**config.mk**
```make
export PLATFORM = sky130hd
export DESIGN_NAME = ambiente_robo
export DESIGN_NICKNAME = d
export VERILOG_FILES = /design/src/rtl/ambiente_robo.sv
export SDC_FILE = /design/constraint.sdc
export NUM_CORES = 1
export LEC_CHECK = 0
export BUFFER_PORTS_ARGS = -buffer_cell sky130_fd_sc_hd__buf_2
export CAP_MARGIN = 20
export CORE_MARGIN = 2
export CORE_UTILIZATION = 45
export DETAILED_ROUTE_END_ITERATION = 12
export PLACE_DENSITY = 0.71
export SLEW_MARGIN = 15
export SYNTH_ARGS = -nofsm -noshare
export SYNTH_HDL_FRONTEND = slang
export SYNTH_SLANG_ARGS = --single-unit
```
**constraint.sdc**
```tcl
create_clock -name clock -period 5.6 [get_ports clock]
set_clock_uncertainty 0.05 [all_clocks]
set_input_delay 1.12 -clock clock [delete_from_list [all_inputs] [get_ports clock]]
set_output_delay 1.12 -clock clock [all_outputs]
set_load 0.01 [all_outputs]
```
**src/rtl/ambiente_robo.sv**
```systemverilog
// ambiente_robo: grid-world environment for a simple robot controller.
// Holds an 8x8 map of 2-bit cells, tracks the robot pose, answers its
// sensor queries combinationally and applies one command per clock edge.
//
// Ports:
//   clock, reset              system clock, synchronous active-high reset
//   map_we, map_addr,         map-cell write port ({y,x} address),
//   map_data                  only accepted while loading
//   start_x, start_y,         initial pose, sampled together with start
//   start_dir, start
//   avancar, girar, remover   robot commands: advance, rotate clockwise,
//                             remove barrier
//   head, left, under,        sensors: wall ahead, wall to the left,
//   barrier                   standing on exit, barrier ahead
//   pos_x, pos_y, dir         current pose
//   running, done, timeout,   status flags
//   cmd_error
//   steps, collisions         RUN-cycle counter, blocked-advance counter
module ambiente_robo #(
  parameter int MAX_STEPS = 1000
) (
  input  logic        clock,
  input  logic        reset,
  input  logic        map_we,
  input  logic [5:0]  map_addr,
  input  logic [1:0]  map_data,
  input  logic [2:0]  start_x,
  input  logic [2:0]  start_y,
  input  logic [1:0]  start_dir,
  input  logic        start,
  input  logic        avancar,
  input  logic        girar,
  input  logic        remover,
  output logic        head,
  output logic        left,
  output logic        under,
  output logic        barrier,
  output logic [2:0]  pos_x,
  output logic [2:0]  pos_y,
  output logic [1:0]  dir,
  output logic        running,
  output logic        done,
  output logic        timeout,
  output logic        cmd_error,
  output logic [15:0] steps,
  output logic [7:0]  collisions
);

  localparam logic [1:0]  CELL_FREE    = 2'b00;
  localparam logic [1:0]  CELL_WALL    = 2'b01;
  localparam logic [1:0]  CELL_BARRIER = 2'b10;
  localparam logic [1:0]  CELL_EXIT    = 2'b11;
  localparam logic [15:0] STEP_LIMIT   = 16'(MAX_STEPS);

  typedef enum logic [1:0] {
    ST_LOAD,
    ST_RUN,
    ST_DONE
  } state_t;

  state_t state, next_state;

  logic [1:0]  map_mem [0:63];

  logic [6:0]  front_nb, left_nb;
  logic [1:0]  front_type, left_type, here_type;

  logic [2:0]  next_x, next_y;
  logic [1:0]  next_dir;
  logic [15:0] next_steps;
  logic [7:0]  next_coll;
  logic        next_timeout, next_err;
  logic        map_wr_en;
  logic [5:0]  map_wr_addr;
  logic [1:0]  map_wr_data;
  logic [1:0]  cmd_count;
  logic        landing;

  // Neighbour of (x,y) in direction d, packed as {on_grid, y, x}.
  // Off-grid neighbours are flagged rather than wrapped.
  function automatic logic [6:0] neighbour(input logic [2:0] x,
                                           input logic [2:0] y,
                                           input logic [1:0] d);
    logic       ok;
    logic [2:0] nx, ny;
    ok = 1'b1;
    nx = x;
    ny = y;
    case (d)
      2'd0: begin ok = (y != 3'd0); ny = y - 3'd1; end
      2'd1: begin ok = (x != 3'd7); nx = x + 3'd1; end
      2'd2: begin ok = (y != 3'd7); ny = y + 3'd1; end
      default: begin ok = (x != 3'd0); nx = x - 3'd1; end
    endcase
    return {ok, ny, nx};
  endfunction

  // Sensors look at the registered pose and map only; anything off the
  // grid reads as a wall.
  always_comb begin
    front_nb   = neighbour(pos_x, pos_y, dir);
    left_nb    = neighbour(pos_x, pos_y, dir - 2'd1);
    front_type = front_nb[6] ? map_mem[front_nb[5:0]] : CELL_WALL;
    left_type  = left_nb[6]  ? map_mem[left_nb[5:0]]  : CELL_WALL;
    here_type  = map_mem[{pos_y, pos_x}];
    head       = (front_type == CELL_WALL);
    left       = (left_type == CELL_WALL);
    barrier    = (front_type == CELL_BARRIER);
    under      = (here_type == CELL_EXIT);
  end

  assign running = (state == ST_RUN);
  assign done    = (state == ST_DONE);

  // Next-state and datapath decisions. A robot already standing on the
  // exit finishes without its command taking effect, so the final pose is
  // always the exit cell. An advance that lands on the exit on the same
  // edge the step budget runs out counts as a success, not a timeout.
  always_comb begin
    next_state   = state;
    next_x       = pos_x;
    next_y       = pos_y;
    next_dir     = dir;
    next_steps   = steps;
    next_coll    = collisions;
    next_timeout = timeout;
    next_err     = cmd_error;
    map_wr_en    = 1'b0;
    map_wr_addr  = map_addr;
    map_wr_data  = map_data;
    landing      = 1'b0;
    cmd_count    = {1'b0, avancar} + {1'b0, girar} + {1'b0, remover};

    case (state)
      ST_LOAD: begin
        map_wr_en = map_we;
        if (start) begin
          next_x     = start_x;
          next_y     = start_y;
          next_dir   = start_dir;
          next_state = ST_RUN;
        end
      end

      ST_RUN: begin
        next_steps = (steps == 16'hFFFF) ? steps : steps + 16'd1;
        if (under) begin
          next_state = ST_DONE;
        end else begin
          if (cmd_count > 2'd1) begin
            next_err = 1'b1;
          end else if (girar) begin
            next_dir = dir + 2'd1;
          end else if (avancar) begin
            if (front_type == CELL_FREE || front_type == CELL_EXIT) begin
              next_x  = front_nb[2:0];
              next_y  = front_nb[5:3];
              landing = (front_type == CELL_EXIT);
            end else begin
              next_coll = (collisions == 8'hFF) ? collisions : collisions + 8'd1;
            end
          end else if (remover) begin
            if (front_type == CELL_BARRIER) begin
              map_wr_en   = 1'b1;
              map_wr_addr = front_nb[5:0];
              map_wr_data = CELL_FREE;
            end
          end
          if (next_steps >= STEP_LIMIT) begin
            next_state   = ST_DONE;
            next_timeout = !landing;
          end
        end
      end

      default: begin
      end
    endcase
  end

  // State register.
  always_ff @(posedge clock) begin
    if (reset) state <= ST_LOAD;
    else       state <= next_state;
  end

  // Pose, counters and status flags.
  always_ff @(posedge clock) begin
    if (reset) begin
      pos_x      <= 3'd0;
      pos_y      <= 3'd0;
      dir        <= 2'd0;
      steps      <= 16'd0;
      collisions <= 8'd0;
      timeout    <= 1'b0;
      cmd_error  <= 1'b0;
    end else begin
      pos_x      <= next_x;
      pos_y      <= next_y;
      dir        <= next_dir;
      steps      <= next_steps;
      collisions <= next_coll;
      timeout    <= next_timeout;
      cmd_error  <= next_err;
    end
  end

  // Map storage; reset clears every cell to free.
  always_ff @(posedge clock) begin
    if (reset) begin
      for (int i = 0; i < 64; i++) map_mem[i] <= CELL_FREE;
    end else if (map_wr_en) begin
      map_mem[map_wr_addr] <= map_wr_data;
    end
  end

endmodule

```
==> qor.yml <==
drive_gt1_frac: 0.133
grt_max_degree: 93
place_congestion: 0.963
power_frac_seq: 0.358
switching_share: 0.382
holdCritPathClass: "register to register"
grt_usage: 0.265
worstMarginPinSlew_ns: 1.17
worstPathRequired_ns: 5.70
overflow: 0
slew_viol_final: 0
yosysTopAreaCell: "edfxtp_1"
hpwl_um: 24000
finalNetCount: 1266
status: "completed"
clkTransAtPathRegs_ns: 0.07
placed_cells: 1533
via_per_inst: 6.41
synth.cell_area_mm2: 0.0114
worst_slack_ns: 0.317
drv_cap: 0
num_rows: 58
p_per_area_mw_per_mm2: 339
comb_power_share: 0.362
ys_seq_elements: 170
synthCells: 1198
clock_sinks: 170
cts-root-buf: "clkbuf_16"
grt_pass1_vias: 9501
first_pass_iters: 6
max_freq_mhz: 189
synth_fp_nets: 1241
synth_cell_types: 67
die_x_um: 163
period_needed_ns: 5.28
fin_crit_sh: 0.943
post-cts-setup-buffers: 0
cts_hold_buf: 0
area_growth_pct: 9.83
core-area_mm2: 0.0250
hold_violations: 0
cts_tree: "built"
power_leakage_uw: 0.00456
place_ws_ns: 0.407
dieArea_mm2: 0.0266
async_flop_share: 0
synth-seq-area-share: 0.412
irDropWorstVdd_mv: 0.254
grt_pass1_wl_um: 53700
critPathKind: "register to register"
cp_max_fo: 37
fp.dieH_um: 163
cp-end-kind: "register"
clk_path_buf_depth: 2
syn_avg_cell_area_um2: 9.50
cts-buffers-inserted: 17
power.internal_uw: 2620
setup-violations-final: 0
final_antenna_net_count: 0
synth_edf_count: 128
drc: 0
cts-resized-gates: 0
post-synth-top-area-fraction: 0.338
antenna_found_initial: 0
clock_latency_ns: 0.44
grt_setup_unrepaired: "false"
final_cells: 1566
ioPinCount: 63
drt_wl_total_um: 34900
io_buffers: 62
h-tree-depth: 4
p_sw_uw: 1620
crit_path_start_kind: "register"
vias: 10041
wl_per_cell_um: 22.3
synth-main-ff-cell: "edfxtp_1"
synth_area_leaders: "edfxtp_1, dfxtp_1, mux4_2, nor2_1, nand2_1"
n_antenna_cell: 0
worstPathArrival_ns: 5.38
drt-initial-drc-count: 1401
yosysWarnings: 0
max_slew_margin: 0.221
clockPowerShare: 0.280
start_util: 0.455
setup_tns_ns: 0
==> cell usage after synthesis (9+ instances only) <==
| library cell | instances |
|---|---|
| a31oi_1 | 20 |
| buf_2 | 13 |
| a311oi_1 | 15 |
| nand3_1 | 61 |
| nand4_1 | 13 |
| a21oi_1 | 25 |
| nor3_1 | 13 |
| nor2b_1 | 24 |
| mux4_2 | 37 |
| mux2i_1 | 51 |
| and3_1 | 15 |
| dfxtp_1 | 42 |
| nor3b_1 | 23 |
| a21o_1 | 65 |
| nand2_1 | 144 |
| o21ai_0 | 11 |
| inv_1 | 43 |
| and2_1 | 17 |
| nor2_1 | 180 |
| xnor2_1 | 9 |
| nand3b_1 | 34 |
| nand2b_1 | 10 |
| ha_1 | 20 |
| edfxtp_1 | 128 |
| xor2_1 | 10 |
| clkbuf_1 | 47 |
==> sequential cells by signal (all words and copies together), names as in the netlist, named ones only <==
signal and flops:
map_mem 128, steps 16, collisions 8, pos_x 3
pos_y 3, dir 2, state 2, cmd_error 1
timeout 1
==> metrics by stage <==
step / total power (uW) / util / hold slack, ns / area (um^2)
6_report: 4230 / 0.499 / 0.427 / 12500
5_1_grt: 4370 / 0.499 / 0.453 / 12500
4_1_cts: 4180 / 0.499 / 0.429 / 12500
3_5_place_dp: 3020 / 0.476 / 0.411 / 11900
3_3_place_gp: 3000 / 0.476 / 0.405 / 11900
2_1_floorplan: 2560 / - / 0.458 / 11400
==> area by class of cell <==
| cell class | count | area [um^2] |
|---|---|---|
| Timing Repair Buffer | 83 | 500 |
| Sequential cell | 170 | 4680 |
| Fill cell | 2293 | 12500 |
| Clock inverter | 15 | 141 |
| Multi-Input combinational cell | 908 | 6170 |
| Inverter | 43 | 161 |
| Clock buffer | 17 | 425 |
| Tap cell | 330 | 413 |
==> path summary, 6_finish.rpt <==
kind / startpoint / endpoint / slack [ns] / cells after the start
setup reg to reg: pos_x[0] / map_mem[7][1] / 0.32 / 17
setup / recovery: pos_x[0] / map_mem[7][1] / 0.32 / 17
hold / removal: cmd_error / cmd_error / 0.43 / 1
hold reg to reg: cmd_error / cmd_error / 0.43 / 1
==> layer usage <==
metal  track usage  vias to the layer above  part of all wire
li1              -                     4459                 -
met1         0.361                     4792              0.40
met2         0.406                      671              0.44
met3        0.0612                      119              0.12
met4         0.113                        0             0.039
met5             0                        -                 0
==> cell families after synthesis <==
| family | Yosys count | synth area share |
|---|---|---|
| and+or+nand+nor | 557 | 0.235 |
| xor gates and xnor gates | 19 | 0.0146 |
| muxes | 90 | 0.120 |
| adders and majority gates | 20 | 0.0220 |
| buffers and inverters | 120 | 0.0502 |
| AOI/OAI and AO/OA | 222 | 0.146 |
| DFF | 170 | 0.412 |
==> layout by cell type, fill, tap and decap left out, types with 5 or more instances in the layout <==
cell type and instances:
o21ai_0 11, mux4_2 37, a311oi_1 15, xor2_1 8
and2_1 17, a21oi_1 25, buf_4 17, nand2b_1 10
o21ai_1 5, a211oi_1 6, a21o_1 65, nand3_1 61
xnor2_1 9, nor2_1 180, edfxtp_1 128, a22oi_1 7
nand2_1 144, o311ai_0 6, dfxtp_1 42, nor3b_1 23
nor3_1 13, clkbuf_16 17, nand4_1 13, o221ai_1 5
o211ai_1 8, a31oi_1 19, nand3b_1 34, inv_1 43
nor2b_1 24, a311o_1 5, and3_1 15, mux2i_1 51
ha_1 20, buf_2 62
==> power by group through the flow <==
stage / logic (uW) / clock network (uW) / registers [uW]
global route: 1630 / 1220 / 1530
CTS: 1490 / 1180 / 1510
floorplan: 1070 / 0 / 1490
finish: 1530 / 1180 / 1520
detailed placement: 1480 / 0 / 1540
global placement: 1460 / 0 / 1540
==> worst max-delay path, cell delays in order, from the launching register on <==
cell and delay (ns):
dfxtp_1 0.53, inv_1 0.15, ha_1 0.39, and2_1 0.19, o31ai_4 0.26, buf_12 0.28
mux4_2 0.34, mux4_2 0.48, mux2i_1 0.15, nand2_1 0.12, o31ai_1 0.14, and2_1 0.18
ha_1 0.17, nand4b_1 0.17, a211oi_4 0.36, buf_4 0.49, mux2i_1 0.31, a21o_1 0.19
No activity file was read; power rests on OpenSTA's default activity.
